File: config.mk
export PLATFORM = sky130hd
export DESIGN_NAME = fnd_scan_controller
export DESIGN_NICKNAME = d
export VERILOG_FILES = /design/src/rtl/fnd_scan_controller.sv
export SDC_FILE = /design/constraint.sdc
export NUM_CORES = 1
export LEC_CHECK = 0
export ABC_CLOCK_PERIOD_IN_PS = 4500
export CORE_ASPECT_RATIO = 1.2
export CORE_MARGIN = 4
export CORE_UTILIZATION = 57
export CTS_CLUSTER_DIAMETER = 40
export CTS_CLUSTER_SIZE = 24
export DETAILED_ROUTE_END_ITERATION = 8
export DONT_BUFFER_PORTS = 1
export PLACE_DENSITY = 0.76
export SETUP_SLACK_MARGIN = 0.4
export SYNTH_ARGS = -nofsm -noshare
export SYNTH_HDL_FRONTEND = slang
export SYNTH_SLANG_ARGS = --single-unit
File: constraint.sdc
create_clock -name i_clk -period 4.5 [get_ports i_clk]
set_input_delay 0.45 -clock i_clk [delete_from_list [all_inputs] [get_ports i_clk]]
set_output_delay 0.45 -clock i_clk [all_outputs]
set_load 0.05 [all_outputs]
File: src/rtl/fnd_scan_controller.sv
// ============================================================================
//  Module   : fnd_scan_controller
//  Purpose  : 4-digit multiplexed 7-segment scanner with anti-ghost blanking,
//             tear-free frame-synchronous loads and leading-zero blanking.
//  Revision : 1.0 - initial release
// ============================================================================
`default_nettype none

module fnd_scan_controller #(
    parameter int DIV  = 100000,
    parameter int DEAD = 8
) (
    input  logic        i_clk,
    input  logic        i_reset,
    input  logic        i_en,
    input  logic        i_load,
    input  logic [15:0] i_value,
    input  logic [3:0]  i_dp,
    input  logic        i_lzb,
    output logic [3:0]  o_digit,
    output logic [7:0]  o_font,
    output logic        o_frame
);

    localparam int            CW         = $clog2(DIV);
    localparam logic [CW-1:0] c_cnt_last = CW'(DIV - 1);
    localparam logic [CW-1:0] c_cnt_dead = CW'(DEAD);

    typedef enum logic [1:0] {
        IDLE  = 2'd0,
        BLANK = 2'd1,
        DRIVE = 2'd2
    } state_t;

    state_t        state_q, state_d;
    logic [CW-1:0] cnt_q, cnt_d;
    logic [1:0]    idx_q, idx_d;
    logic [15:0]   disp_q, disp_d, pend_q, pend_d;
    logic [3:0]    disp_dp_q, disp_dp_d, pend_dp_q, pend_dp_d;
    logic          pend_valid_q, pend_valid_d;
    logic [3:0]    digit_d;
    logic [7:0]    font_d;
    logic          frame_d;

    logic          w_scanning;
    logic          w_wrap;
    logic [3:0]    w_nibble;
    logic          w_lz;

    function automatic logic [6:0] seg7(input logic [3:0] n);
        case (n)
            4'h0: seg7 = 7'h40;  4'h1: seg7 = 7'h79;
            4'h2: seg7 = 7'h24;  4'h3: seg7 = 7'h30;
            4'h4: seg7 = 7'h19;  4'h5: seg7 = 7'h12;
            4'h6: seg7 = 7'h02;  4'h7: seg7 = 7'h78;
            4'h8: seg7 = 7'h00;  4'h9: seg7 = 7'h10;
            4'hA: seg7 = 7'h08;  4'hB: seg7 = 7'h03;
            4'hC: seg7 = 7'h46;  4'hD: seg7 = 7'h21;
            4'hE: seg7 = 7'h06;  default: seg7 = 7'h0E;
        endcase
    endfunction

    assign w_scanning = (state_q != IDLE);
    assign w_wrap     = w_scanning && i_en && (cnt_q == c_cnt_last) && (idx_q == 2'd3);

    // Scan sequencing
    always_comb begin
        state_d = state_q;
        cnt_d   = cnt_q;
        idx_d   = idx_q;
        frame_d = 1'b0;
        if (!i_en) begin
            state_d = IDLE;
            cnt_d   = '0;
            idx_d   = 2'd0;
        end else if (!w_scanning) begin
            state_d = BLANK;
            cnt_d   = '0;
            idx_d   = 2'd0;
        end else begin
            if (cnt_q == c_cnt_last) begin
                cnt_d   = '0;
                idx_d   = idx_q + 2'd1;
                frame_d = (idx_q == 2'd3);
            end else begin
                cnt_d = cnt_q + CW'(1);
            end
            state_d = (cnt_d < c_cnt_dead) ? BLANK : DRIVE;
        end
    end

    // Loads land directly when idle or at the frame seam, otherwise they wait in pend
    always_comb begin
        disp_d       = disp_q;
        disp_dp_d    = disp_dp_q;
        pend_d       = pend_q;
        pend_dp_d    = pend_dp_q;
        pend_valid_d = pend_valid_q;
        if (i_load && (!w_scanning || w_wrap)) begin
            disp_d       = i_value;
            disp_dp_d    = i_dp;
            pend_valid_d = 1'b0;
        end else begin
            if (w_wrap && pend_valid_q) begin
                disp_d       = pend_q;
                disp_dp_d    = pend_dp_q;
                pend_valid_d = 1'b0;
            end
            if (i_load) begin
                pend_d       = i_value;
                pend_dp_d    = i_dp;
                pend_valid_d = 1'b1;
            end
        end
    end

    // Output image for the upcoming cycle, so registered outputs match that cycle's cnt
    always_comb begin
        w_nibble = disp_d[{idx_d, 2'b00} +: 4];
        case (idx_d)
            2'd1:    w_lz = (disp_d[15:4] == 12'h000);
            2'd2:    w_lz = (disp_d[15:8] == 8'h00);
            2'd3:    w_lz = (disp_d[15:12] == 4'h0);
            default: w_lz = 1'b0;
        endcase
        digit_d = 4'hF;
        font_d  = 8'hFF;
        if (state_d == DRIVE) begin
            digit_d = ~(4'b0001 << idx_d);
            if (!(i_lzb && w_lz)) begin
                font_d = {~disp_dp_d[idx_d], seg7(w_nibble)};
            end
        end
    end

    always_ff @(posedge i_clk) begin
        if (i_reset) begin
            state_q      <= IDLE;
            cnt_q        <= '0;
            idx_q        <= 2'd0;
            disp_q       <= 16'h0000;
            disp_dp_q    <= 4'h0;
            pend_q       <= 16'h0000;
            pend_dp_q    <= 4'h0;
            pend_valid_q <= 1'b0;
            o_digit      <= 4'hF;
            o_font       <= 8'hFF;
            o_frame      <= 1'b0;
        end else begin
            state_q      <= state_d;
            cnt_q        <= cnt_d;
            idx_q        <= idx_d;
            disp_q       <= disp_d;
            disp_dp_q    <= disp_dp_d;
            pend_q       <= pend_d;
            pend_dp_q    <= pend_dp_d;
            pend_valid_q <= pend_valid_d;
            o_digit      <= digit_d;
            o_font       <= font_d;
            o_frame      <= frame_d;
        end
    end

endmodule

`default_nettype wire

* After elaboration in Yosys (flattened, before gate mapping)
Memory sizes are Yosys's and may differ from the RTL's. A register that Yosys moved wholly into a read port is not among the register bits.
Cells that the tools add are included.
** Cells by class
- Add/sub/neg operators :: 2
- Order comparisons :: 2
- Equality and inequality tests :: 6
- Shifts and indexed selects :: 2
- Multiplexer cells :: 18
- Bitwise logic cells :: 7
- Reduce and logical (&&, ||, !) cells :: 19
** Operators by type and width (number)
- $mux 17 :: 3
- $mux 16 :: 2
- $add 17x1->17 const B :: 1
- $eq 17x17->1 const B :: 1
- $lt 17x4->1 const B :: 1
- $shiftx 16x5->4 :: 1
- $logic_not 12->1 :: 1
- $mux 2 :: 6
- $eq 2x2->1 const B :: 4
- $logic_not 8->1 :: 1
- $mux 4 :: 2
- $logic_and 1x1->1 :: 6
- $not 1->1 :: 6
- $reduce_or 3->1 :: 2
- $logic_not 4->1 :: 1
- $not 4->4 :: 1
- $reduce_bool 2->1 :: 2
- $reduce_or 2->1 :: 2
- $reduce_or 4->1 :: 1
- $shl 1x2->4 const A :: 1
- $lt 2x3->1 const B :: 1
- $mux 1 :: 3
- $pmux 1 s3 :: 1
- $add 2x1->2 const B :: 1
- 5 further kinds :: 5
** Storage, ports and cells
- Flip-flop bits (word level) :: 75
- ROM bits :: 112
- Input bits :: 25
- Output and inout bits :: 13
- Logic and storage cells :: 68
- Memories kept :: 1
** Memory list
- (name not given) :: words 16, bits a word 7, rd ports 1, clocked after memory_dff 1, wr ports 0, RTL line 51 : case (n)

* Longest topological paths before layout
Gate-level depths: netlist of the first run.
- Word-level depth :: 11
- Mapped depth :: 18
- Mapped depth without buffers :: 14

* Least setup slack after synthesis of the first run
Ideal clock, no wire load.
- Kind :: register -> register
- Start :: reg cnt_q[0]
- End :: reg o_font[3]
- Library setup time :: 128 ps
- Arrival :: 3158 ps
- Data required time :: 4372 ps
- Slack :: 1214 ps
- Cell stages (with the launch flop) :: 17
- Buffers on the path :: 5
- Clock period less this slack :: 3286 ps
- Cell sequence :: dfxtp_1 > ha_1 > and4_1 > buf_4 > and4_1 > buf_4 > buf_8 > buf_4 > nand2_2 > a21oi_4 > buf_2 > mux2i_1 > inv_1 > ha_1 > mux2_2 > nor2_1 > o21ai_1
** On the way
- Cells in the longest elaborated chain, start to end :: 11
- Elaborated cells on any way between the ends :: 31
- Classes of those cells :: add/sub (1); order compare (1); eq/ne (5); shift (1); mux (12); bitwise (1); reduce/logical (10)
** Ends and longest elaborated chain
- from (decl) :: RTL line 36 : logic [CW-1:0] cnt_q, cnt_d;
- from (signal assigned) :: RTL line 151 : cnt_q <= cnt_d;
- $add 17x1->17 or $eq 17x17->1 (tied branches) :: RTL line 86, 64, 81
- $mux 17 :: RTL line 81 : if (cnt_q == c_cnt_last) begin
- $mux 17 :: RTL line 76 : end else if (!w_scanning) begin
- $mux 17 :: RTL line 72 : if (!i_en) begin
- $lt 17x4->1 :: RTL line 88 : state_d = (cnt_d < c_cnt_dead) ? BLANK : DRIVE;
- $mux 2 :: RTL line 88
- $mux 2 :: RTL line 76
- $mux 2 :: RTL line 72
- $eq 2x2->1 :: RTL line 128 : if (state_d == DRIVE) begin
- $not 1->1 (no source line)
- $reduce_or 3->1 (no source line)
- to (decl) :: RTL line 21 : output logic [7:0] o_font,
Several ways; a longest one is shown, not always the timed one. The select of a mux whose other input is x is not followed.
A chain may end at the register's enable or synchronous reset.

* Final worst setup path of the first run
- Start :: reg cnt_q[11]
- End :: reg o_font[3]
The elaborated chain is that of the path after synthesis.

==> results of run 1 <==
==> metrics by stage <==
stage	setup slack, ps	total power [uW]	hold slack [ps]	instances
finish	611.4	1540	168.5	561
detailed placement	749.9	844.5	441.5	544
global route	393.4	1596	141.1	561
floorplan	1214	822.3	417.6	485
global placement	835.9	839.2	429.2	544
CTS	728.1	1544	142.7	560
==> flip-flops by register name, indices dropped and copies added (netlist names) <==
signal / count
cnt_q: 17
disp_q: 16
pend_q: 16
o_font: 8
disp_dp_q: 4
o_digit: 4
pend_dp_q: 4
idx_q: 2
state_q: 2
o_frame: 1
pend_valid_q: 1
==> cells in the final DEF (no fill, tap or decap), types with 2 or more instances in the layout <==
| master | Yosys | routed |
|---|---|---|
| nand2_1 | 73 | 73 |
| a221oi_2 | 4 | 4 |
| bufinv_16 | 0 | 4 |
| a22oi_1 | 5 | 5 |
| a21oi_1 | 26 | 26 |
| mux2i_1 | 17 | 15 |
| o221ai_1 | 2 | 2 |
| nor3_1 | 11 | 11 |
| o21ai_1 | 6 | 6 |
| ha_1 | 7 | 7 |
| xnor2_1 | 11 | 11 |
| clkbuf_8 | 0 | 11 |
| or2_1 | 2 | 2 |
| and4bb_2 | 2 | 2 |
| mux2i_2 | 0 | 2 |
| and4_1 | 2 | 2 |
| o21ai_0 | 20 | 20 |
| a31oi_1 | 2 | 2 |
| buf_4 | 4 | 4 |
| nand2b_1 | 7 | 7 |
| and2_1 | 4 | 4 |
| a22o_1 | 2 | 2 |
| o211ai_1 | 4 | 4 |
| inv_1 | 13 | 13 |
| xor2_1 | 10 | 10 |
| or2_2 | 3 | 3 |
| or3_1 | 3 | 3 |
| nand4_1 | 6 | 6 |
| nand3_1 | 35 | 35 |
| nor2b_1 | 5 | 5 |
| nor3b_1 | 2 | 2 |
| a211oi_1 | 16 | 16 |
| nor2_1 | 48 | 48 |
| and3_1 | 2 | 2 |
| dfxtp_1 | 75 | 75 |
| nor4_1 | 4 | 4 |
| o311ai_1 | 2 | 2 |
==> cell families (layout without fill, tap and decap cells) <==
logic type      count (synthesis)  count (layout)  share of synthesized area [%]
flops                          75              75                          37.88
mux                            18              18                          4.577
simple gates                  218             218                          27.18
xor+xnor                       21              21                          4.640
compound gates                101             102                          18.06
buf+inv                        45              33                          5.461
fa+ha+maj                       7               7                          2.209
==> per-layer routing <==
layer	global-route usage, %	vias to the layer above
met4	10.40	0
met1	28.89	1627
met5	0	-
met3	6.462	23
li1	-	1672
met2	40.04	101
==> cell type report <==
| class | count | area, sq um |
|---|---|---|
| Fill cell | 580 | 2584 |
| Multi-Input combinational cell | 366 | 2265 |
| Sequential cell | 75 | 1501 |
| Clock buffer | 12 | 155.1 |
| Clock inverter | 4 | 120.1 |
| Tap cell | 87 | 108.9 |
| Inverter | 13 | 48.80 |
| Timing Repair Buffer | 4 | 30.03 |
==> Yosys cell counts (3+ instances only) <==
library cell  number  share of area, %
nor2b_1            5              0.79
nand2b_1           7               1.1
a221oi_2           4               1.5
a21oi_1           26               3.3
a22oi_1            5              0.95
o21ai_0           20               2.5
xnor2_1           11               2.4
nor4_1             4              0.63
nor3_1            11               1.4
a211oi_1          16               3.0
buf_4              4              0.76
dfxtp_1           75                38
o21ai_1            6              0.76
inv_1             13               1.2
buf_2             10               1.3
nor2_1            48               4.5
o211ai_1           4              0.76
ha_1               7               2.2
or2_2              3              0.47
clkbuf_1          14               1.3
nand2_1           73               6.9
mux2i_1           17               4.3
and2_1             4              0.63
xor2_1            10               2.2
or3_1              3              0.47
nand4_1            6              0.95
nand3_1           35               4.4
==> final timing paths <==
path | depth (start not counted) | start | slack, ps | endpoint
max | 10 | cnt_q[11] | 610 | o_font[3]
min reg2reg | 1 | cnt_q[0] | 450 | cnt_q[0]
min | 1 | i_reset | 170 | idx_q[1]
max reg2reg | 10 | cnt_q[11] | 610 | o_font[3]
==> power by group through the flow <==
stage	logic, uW	registers, uW	clock network (uW)
finish	144	692	705
global route	160	693	742
CTS	139	691	714
detailed placement	138	707	0
global placement	133	706	0
floorplan	118	704	0
==> metrics, run 1 <==
Max VDD drop 0.2194 mV; largest net degree at the start of global routing 50; topmost layer with routed signal wires met4; post-cts sizing count 0; clock skew 7.515 ps; setup violators final 0; share of synthesized registers carrying an async set or reset 0%; Syn. warnings 0; Final ANT Viol Nets 0; Slew headroom about two fifths; Largest stage delay, worst path between 600 and 700 ps; critical path class flop to flop; Yosys reg bits 75; M1 WL between 4 and 5 mm; Syn Area/Cell roughly 8 sq um; met2 WL ~4.9 mm; row count 33; Post-CTS Repair Setup Buffers 0; drt first-iter violations roughly 240; CTS buffer count 9; first-pass GRT wire length 15.95 mm; library cells used by synthesis 62; HPWL Detailed a little under 7 mm; Core Util, Final 62.08%; DR vias/cell between 6 and 7; design area 4229 sq um; GRT Overall Usage 23.95%; Vias between 3000 and 4000; cell count after synthesis ~490; crit-path leading delay family simple AND/OR/NAND/NOR gates; Area growth syn-to-layout 6.692%; f_max 257.2 MHz; Leak Pwr around 0.0015 uW; Crit path arrival time slightly above 4000 ps; Hold Fails Final Rpt 0; setup tns final 0 ps; # clock sinks between 70 and 80; area of placed instances about 3900 sq um; fin crit share 86.41%; layout cells sized above 1 9.283%; Internal Power approximately 1200 uW; Buf+Inv Stages, Crit Path 1; # DRC 0; H-tree levels 3; Post-synth EDFFs 0; Sw Share 22.51%; part of the power in combinational logic under 10%; chip width approximately 84 um; PortBufs 0; post-synthesis sequential area ratio a little under two fifths; Ant. Diodes 0; Power Density around 360 nW/um^2; cts hold-fix bufs 0; CTS Buffer Depth 2; met3 wire length 571 um; Initial Utilization 58.18%; Syn Std Cell Area about 4000 sq um; Crit-path slowest cell and4_1; Slew @ Worst Pin about 850 ps; Seq pwr share between 40% and 50%; Synth Flop Type dfxtp_1; P_sw about 350 uW; CTS clk-pin slew, worst paths ~80 ps; worst skew pair latency approximately 350 ps; global placement routability congestion just under 0.9; Clock power frac 45.8%; crit path max fanout 15; I/O Pins 38; drt pass-1 iters 5; drt total wl ~9.8 mm; Worst setup EP type flop; count of pins over their slew limit 0; Net Count, Synth between 500 and 600; total core area around 6800 sq um; HP Class primary input to flop; initial antenna violation count 0; die area about 8400 sq um; Tmin final about 3900 ps; vias in the first global route about 3200; RSZ-0062 raised after global routing true; Final #Nets 501; status completed; CTS tree built; Die Ht 99.35 um; worst path cell trace nor4b_4 > and4_1 > buf_4 > a21o_1 > nor2_2 > a221oi_2 > mux2i_1 > mux2_2 > nor2_1 > o21ai_1; average wire per standard cell approximately 17 um; grt ovf 0; CP Launch Type flop; CP required 4740 ps; Max-Cap Viols 0; root buf cell clkbuf_8
(Power assumes the default switching activity.)
==> run 2: changes to the inputs <==
SLEW_MARGIN = 20   (was default)
==> results of run 2 <==
Final layout, timing and power as in run 1 (identical DEF).
